[config.mk]
export PLATFORM = sky130hd
export DESIGN_NAME = regfile_mp
export DESIGN_NICKNAME = d
export VERILOG_FILES = /design/src/rtl/regfile_mp.sv
export SDC_FILE = /design/constraint.sdc
export NUM_CORES = 2
export LEC_CHECK = 0
export CAP_MARGIN = 10
export CORE_ASPECT_RATIO = 0.8
export CORE_MARGIN = 10
export CORE_UTILIZATION = 57
export DETAILED_ROUTE_END_ITERATION = 10
export GPL_ROUTABILITY_DRIVEN = 0
export PLACE_DENSITY_LB_ADDON = 0.3
export SETUP_SLACK_MARGIN = 0.02
export SLEW_MARGIN = 30
export SYNTH_ARGS = -nofsm -noshare
export SYNTH_HDL_FRONTEND = slang
export SYNTH_SLANG_ARGS = --single-unit
[constraint.sdc]
create_clock -name i_clk -period 4.8 [get_ports i_clk]
set_input_delay 0.96 -clock i_clk [delete_from_list [all_inputs] [get_ports i_clk]]
set_output_delay 0.96 -clock i_clk [all_outputs]
set_load 0.01 [all_outputs]
[src/rtl/regfile_mp.sv]
// Multi-port register file with a post-reset index-preload sweep, registered reads,
// write-to-read bypass and same-address write conflict flag. Optional: REGFILE_TRACE_EN.
module regfile_mp #(
    parameter int unsigned DATA_W  = 32,
    parameter int unsigned ADDR_W  = 5,
    parameter int unsigned NREAD   = 2,
    parameter int unsigned NWRITE  = 2,
    parameter bit          ZERO_R0 = 1'b1
) (
    input  logic                       i_clk,
    input  logic                       i_rst_n,
    input  logic [NREAD*ADDR_W-1:0]    i_rd_addr,
    output logic [NREAD*DATA_W-1:0]    o_rd_data,
    input  logic [NWRITE-1:0]          i_wr_en,
    input  logic [NWRITE*ADDR_W-1:0]   i_wr_addr,
    input  logic [NWRITE*DATA_W-1:0]   i_wr_data,
    output logic                       o_ready,
    output logic                       o_wr_conflict
);

    localparam int unsigned DEPTH = 2 ** ADDR_W;

    if (DATA_W < ADDR_W) begin : g_err_width
        $error("regfile_mp: DATA_W must be >= ADDR_W");
    end
    if (NREAD < 1 || NREAD > 4) begin : g_err_nread
        $error("regfile_mp: NREAD must be 1..4");
    end
    if (NWRITE < 1 || NWRITE > 2) begin : g_err_nwrite
        $error("regfile_mp: NWRITE must be 1..2");
    end

    typedef enum logic [0:0] {StInit, StRun} state_e;

    state_e                    r_state;
    state_e                    w_state_nxt;
    logic [ADDR_W-1:0]         r_init_cnt;
    logic [ADDR_W-1:0]         w_init_cnt_nxt;
    logic                      r_ready;
    logic                      r_wr_conflict;
    logic [NREAD*DATA_W-1:0]   r_rd_data;
    logic [NREAD*DATA_W-1:0]   w_rd_nxt;

    logic [DATA_W-1:0]         r_regs [DEPTH];

    logic [ADDR_W-1:0]         w_waddr [NWRITE];
    logic [DATA_W-1:0]         w_wdata [NWRITE];
    logic [ADDR_W-1:0]         w_raddr [NREAD];
    logic [NWRITE-1:0]         w_wvalid;
    logic [NWRITE-1:0]         w_commit;
    logic                      w_conflict;

    always_comb begin
        for (int p = 0; p < NWRITE; p++) begin
            w_waddr[p]  = i_wr_addr[p*ADDR_W +: ADDR_W];
            w_wdata[p]  = i_wr_data[p*DATA_W +: DATA_W];
            w_wvalid[p] = (r_state == StRun) && i_wr_en[p] &&
                          !(ZERO_R0 && (w_waddr[p] == '0));
        end
        for (int k = 0; k < NREAD; k++) begin
            w_raddr[k] = i_rd_addr[k*ADDR_W +: ADDR_W];
        end
    end

    if (NWRITE == 2) begin : g_conflict
        assign w_conflict = w_wvalid[0] && w_wvalid[1] && (w_waddr[0] == w_waddr[1]);
    end else begin : g_no_conflict
        assign w_conflict = 1'b0;
    end

    // Port 1 wins a same-address collision, so port 0 is not committed at all.
    always_comb begin
        w_commit = w_wvalid;
        if (w_conflict) begin
            w_commit[0] = 1'b0;
        end
    end

    always_comb begin
        w_state_nxt    = r_state;
        w_init_cnt_nxt = r_init_cnt;
        case (r_state)
            StInit: begin
                w_init_cnt_nxt = r_init_cnt + 1'b1;
                if (r_init_cnt == '1) begin
                    w_state_nxt = StRun;
                end
            end
            StRun:   w_state_nxt = StRun;
            default: w_state_nxt = StInit;
        endcase
    end

    always_comb begin
        w_rd_nxt = '0;
        for (int k = 0; k < NREAD; k++) begin
            w_rd_nxt[k*DATA_W +: DATA_W] = r_regs[w_raddr[k]];
            for (int p = 0; p < NWRITE; p++) begin
                if (w_commit[p] && (w_waddr[p] == w_raddr[k])) begin
                    w_rd_nxt[k*DATA_W +: DATA_W] = w_wdata[p];
                end
            end
            if ((r_state != StRun) || (ZERO_R0 && (w_raddr[k] == '0))) begin
                w_rd_nxt[k*DATA_W +: DATA_W] = '0;
            end
        end
    end

    always_ff @(posedge i_clk or negedge i_rst_n) begin
        if (!i_rst_n) begin
            r_state       <= StInit;
            r_init_cnt    <= '0;
            r_ready       <= 1'b0;
            r_wr_conflict <= 1'b0;
            r_rd_data     <= '0;
        end else begin
            r_state       <= w_state_nxt;
            r_init_cnt    <= w_init_cnt_nxt;
            r_ready       <= (w_state_nxt == StRun);
            r_wr_conflict <= w_conflict;
            r_rd_data     <= w_rd_nxt;
        end
    end

    // Zero-extended index also yields 0 for register 0, so ZERO_R0 needs no special case here.
    always_ff @(posedge i_clk) begin
        if (r_state == StInit) begin
            r_regs[r_init_cnt] <= DATA_W'(r_init_cnt);
        end else begin
            for (int p = 0; p < NWRITE; p++) begin
                if (w_commit[p]) begin
                    r_regs[w_waddr[p]] <= w_wdata[p];
                end
            end
        end
    end

`ifdef REGFILE_TRACE_EN
    always_ff @(posedge i_clk) begin
        if (i_rst_n) begin
            for (int p = 0; p < NWRITE; p++) begin
                if (w_commit[p]) begin
                    $display("W%0d r%0d=%h", p, w_waddr[p], w_wdata[p]);
                end
            end
            if ((r_state == StInit) && (r_init_cnt == '1)) begin
                $display("RF ready");
            end
        end
    end
`else
`endif

    assign o_rd_data     = r_rd_data;
    assign o_ready       = r_ready;
    assign o_wr_conflict = r_wr_conflict;

endmodule

==> reports/metrics.json <==
{
  "netlist-cell-type-count": 51,
  "yosysSeqAreaShare_pct": 52.3,
  "cts-resized-gates": 0,
  "critPathArrivalTime_ns": 4.43,
  "crit_path_start_kind": "primary input",
  "clkLatencyLatePin_ns": 0.73,
  "boundaryPins": 154,
  "p_per_area_nw_per_um2": 317,
  "detail_routed_net_length_per_standard_cell_um": 33.1,
  "fin_skew_ns": 0.0327,
  "vias_per_cell": 7.31,
  "ys.warnings.count": 0,
  "p_sw_share_pct": 25.9,
  "post_synth_main_area_contributors": "sky130_fd_sc_hd__edfxtp_1 (49%), sky130_fd_sc_hd__mux2_2 (9.1%), sky130_fd_sc_hd__mux4_2 (9.0%)",
  "worst_ir_drop_vdd_mv": 0.353,
  "highest_clock_rate_ghz": 0.247,
  "cts-root-to-sink-buffers": 3,
  "min-delay-path-class": "in2async",
  "synth_flop_cell": "sky130_fd_sc_hd__edfxtp_1",
  "total_grt_overflow": 0,
  "cell_type_with_the_largest_total_area_after_synthesis": "sky130_fd_sc_hd__edfxtp_1",
  "fp.coreArea_um2": 108000,
  "drt_pre_antenna_iters": 8,
  "floorplan.initialDensity_pct": 57.4,
  "leakagePower_nw": 24.1,
  "worstMarginPinSlew_ns": 1.05,
  "finalHoldViolations": 0,
  "report.final.slew_viol_count": 0,
  "critPathRequiredTime_ns": 5.19,
  "rsz_0062_raised_after_global_routing": "false",
  "grt_pass1_wl_um": 330000,
  "htreeDepth": 3,
  "hold_ws_ns": 0.331,
  "synth-edff-count": 1024,
  "nets": 5522,
  "root_buffer": "sky130_fd_sc_hd__clkbuf_16",
  "first_global_vias": 48500,
  "vert_die_dim_um": 315,
  "area.growth.synth_to_final_pct": 11.8,
  "pin_count_of_the_biggest_net_entering_global_routing": 57,
  "hold_buffers": 0,
  "slew_headroom_pct": 30.0,
  "detail_route.drc_violations": 0,
  "path_clk_slew_ns": 0.06,
  "synthArstFlopShare_pct": 6.48,
  "clock_share_of_power_pct": 39.0,
  "tritoncts.num_buffers": 111,
  "setup_total_negative_slack_ns": 0,
  "fraction_of_synthesized_cell_area_taken_by_the_top_area_cell_type_pct": 49.4,
  "cts_sinks": 1095,
  "synth_fp_nets": 5684,
  "final_period_minus_worst_setup_slack_ns": 4.05,
  "power.combinational.fraction_pct": 12.6,
  "drv.max_cap_violation_count": 0,
  "grt.total_usage_pct": 36.5,
  "drive_above_1_share_pct": 23.4,
  "avgSynthCellArea_um2": 11.1,
  "postCtsSetupBuffers": 0,
  "die-width_um": 389,
  "syn-cell-area_um2": 62200,
  "synth-seq-cells": 1095,
  "floorplan.die_area_um2": 123000,
  "postRouteWirelength_um": 231000,
  "dr.first_iter.drc_count": 9456,
  "critPathMaxFanout": 13,
  "rows": 108,
  "worstSetupEndpointType": "register",
  "layout_worst_path_cycle_share_pct": 84.4,
  "setup-violations-final": 0,
  "buffer_ports.inserted": 153,
  "seq_power_share_pct": 48.4,
  "antenna_found_initial": 16,
  "dpl_hpwl_um": 144000,
  "criticalPathCategory": "in2reg",
  "cell_internal_pwr_mw": 16.3,
  "cts_tree": "built",
  "run_status": "finished clean",
  "postSynthCellCount": 5594,
  "vias": 50900,
  "ant_nets_after_route": 0,
  "netSwitchingPower_mw": 5.71
}
power groups by stage:
stage | logic (mW) | registers, mW | clock network (mW)
after global placement | 2.60 | 10.9 | 0
after floorplan | 1.49 | 10.9 | 0
after CTS | 2.66 | 10.7 | 8.54
after global routing | 2.86 | 10.7 | 8.91
final | 2.77 | 10.7 | 8.59
after detailed placement | 2.66 | 10.9 | 0
sequential cells by signal, indices dropped and copies added, names as in the netlist:
name / count
o_ready: 1
o_rd_data: 64
r_regs: 1024
o_wr_conflict: 1
r_init_cnt: 5
cells by family after synthesis:
family | Yosys count | synth area share [%]
AOI/OAI and AO/OA | 1671 | 15.6
xor gates and xnor gates | 28 | 0.394
adders and majority gates | 2 | 0.0402
buffers and inverters | 725 | 4.64
DFF | 1095 | 52.3
muxes | 789 | 18.7
and+or+nand+nor | 1284 | 8.32
area by class of cell:
class / count / area, um^2
clock inverters: 70 / 553
well taps: 1430 / 1790
flip-flops and latches: 1095 / 32500
multi-input cells: 3774 / 27500
diodes: 7 / 17.5
clock buffers: 135 / 2920
fillers: 8076 / 38800
inverters: 34 / 128
repair buffers: 416 / 4060
worst max-delay path, stage by stage:
cell	delay [ns]
sky130_fd_sc_hd__clkdlybuf4s50_1	0.63
sky130_fd_sc_hd__or3_1	0.54
sky130_fd_sc_hd__o311ai_4	0.45
sky130_fd_sc_hd__a31oi_4	0.17
sky130_fd_sc_hd__mux2i_1	0.38
sky130_fd_sc_hd__o21ai_4	0.84
sky130_fd_sc_hd__buf_4	0.43
metrics by stage:
step / setup WS (ns) / power (mW) / utilization (%) / instance area [um^2] / std cells
6_report: 0.751 / 22.0 / 64.2 / 69500 / 6961
5_1_grt: 0.738 / 22.4 / 64.1 / 69500 / 6954
4_1_cts: 0.953 / 21.9 / 64.1 / 69500 / 6954
3_5_place_dp: 0.220 / 13.5 / 60.9 / 66000 / 6749
3_3_place_gp: 0.306 / 13.5 / 60.9 / 66000 / 6748
2_1_floorplan: -0.430 / 12.4 / - / 62200 / 5594
per-layer routing:
layer	up-vias	part of all wire [%]	GRT usage (%)
met4	16	6.9	20.9
met3	975	17	13.4
met5	-	0.049	0
li1	20700	-	-
met2	4797	42	52.1
met1	24400	34	48.0
Yosys cell counts (4+ instances only):
| cell type | number |
|---|---|
| sky130_fd_sc_hd__nor3_1 | 15 |
| sky130_fd_sc_hd__buf_2 | 92 |
| sky130_fd_sc_hd__buf_6 | 4 |
| sky130_fd_sc_hd__mux2i_1 | 39 |
| sky130_fd_sc_hd__o31ai_1 | 64 |
| sky130_fd_sc_hd__clkbuf_1 | 536 |
| sky130_fd_sc_hd__nand3_1 | 19 |
| sky130_fd_sc_hd__nand4_1 | 8 |
| sky130_fd_sc_hd__or3_1 | 5 |
| sky130_fd_sc_hd__a211oi_1 | 62 |
| sky130_fd_sc_hd__nor2_1 | 243 |
| sky130_fd_sc_hd__mux4_2 | 248 |
| sky130_fd_sc_hd__a21oi_1 | 160 |
| sky130_fd_sc_hd__o21ai_1 | 11 |
| sky130_fd_sc_hd__edfxtp_1 | 1024 |
| sky130_fd_sc_hd__nor3_2 | 5 |
| sky130_fd_sc_hd__buf_1 | 54 |
| sky130_fd_sc_hd__inv_1 | 34 |
| sky130_fd_sc_hd__o21ai_0 | 921 |
| sky130_fd_sc_hd__mux2_2 | 501 |
| sky130_fd_sc_hd__nor4_2 | 7 |
| sky130_fd_sc_hd__a22o_1 | 62 |
| sky130_fd_sc_hd__a22oi_1 | 70 |
| sky130_fd_sc_hd__a32oi_1 | 62 |
| sky130_fd_sc_hd__nand2_1 | 919 |
| sky130_fd_sc_hd__buf_4 | 5 |
| sky130_fd_sc_hd__xor2_1 | 9 |
| sky130_fd_sc_hd__nor2b_1 | 13 |
| sky130_fd_sc_hd__nand2b_1 | 9 |
| sky130_fd_sc_hd__nor3b_1 | 9 |
| sky130_fd_sc_hd__or2_2 | 7 |
| sky130_fd_sc_hd__o22ai_1 | 248 |
| sky130_fd_sc_hd__xnor2_1 | 19 |
| sky130_fd_sc_hd__dfrtp_1 | 71 |
| sky130_fd_sc_hd__nor2_2 | 8 |
| sky130_fd_sc_hd__and3_1 | 5 |
| sky130_fd_sc_hd__nand3b_1 | 4 |
final timing paths:
check,start,end,slack (ns),depth (start not counted)
setup reg to reg,o_ready,r_regs[26][25],1.17,5
max in group asynchronous,i_rst_n,o_rd_data[52],3.52,2
min in group i_clk,r_init_cnt[3],r_init_cnt[3],0.72,1
hold / removal,i_rst_n,o_rd_data[7],0.33,1
hold reg to reg,r_init_cnt[3],r_init_cnt[3],0.72,1
setup / recovery,i_wr_addr[0],r_regs[26][25],0.75,7
cell usage in the layout (no fill, tap or decap), types with 8 or more instances in the layout:
master | synthesis | layout
sky130_fd_sc_hd__nor2b_1 | 13 | 11
sky130_fd_sc_hd__o21ai_4 | 0 | 31
sky130_fd_sc_hd__nand3_1 | 19 | 19
sky130_fd_sc_hd__a32oi_1 | 62 | 62
sky130_fd_sc_hd__nor2_4 | 0 | 19
sky130_fd_sc_hd__clkinv_2 | 0 | 25
sky130_fd_sc_hd__o21ai_1 | 11 | 8
sky130_fd_sc_hd__mux4_2 | 248 | 248
sky130_fd_sc_hd__a21oi_1 | 160 | 160
sky130_fd_sc_hd__a211oi_1 | 62 | 60
sky130_fd_sc_hd__inv_1 | 34 | 34
sky130_fd_sc_hd__xnor2_1 | 19 | 19
sky130_fd_sc_hd__a22oi_1 | 70 | 70
sky130_fd_sc_hd__clkdlybuf4s50_1 | 0 | 137
sky130_fd_sc_hd__nor2_1 | 243 | 232
sky130_fd_sc_hd__clkinv_1 | 0 | 26
sky130_fd_sc_hd__buf_2 | 92 | 11
sky130_fd_sc_hd__nor3_1 | 15 | 8
sky130_fd_sc_hd__buf_12 | 0 | 46
sky130_fd_sc_hd__o31ai_1 | 64 | 64
sky130_fd_sc_hd__clkbuf_1 | 536 | 19
sky130_fd_sc_hd__a22o_1 | 62 | 62
sky130_fd_sc_hd__buf_4 | 5 | 217
sky130_fd_sc_hd__mux2_2 | 501 | 501
sky130_fd_sc_hd__o22ai_1 | 248 | 248
sky130_fd_sc_hd__o21ai_0 | 921 | 893
sky130_fd_sc_hd__nand4_1 | 8 | 8
sky130_fd_sc_hd__clkbuf_16 | 0 | 111
sky130_fd_sc_hd__mux2i_1 | 39 | 35
sky130_fd_sc_hd__xor2_1 | 9 | 9
sky130_fd_sc_hd__nand2_1 | 919 | 917
sky130_fd_sc_hd__dfrtp_1 | 71 | 71
sky130_fd_sc_hd__edfxtp_1 | 1024 | 1024
sky130_fd_sc_hd__bufinv_16 | 0 | 8
No activity file was read; power rests on OpenSTA's default activity.
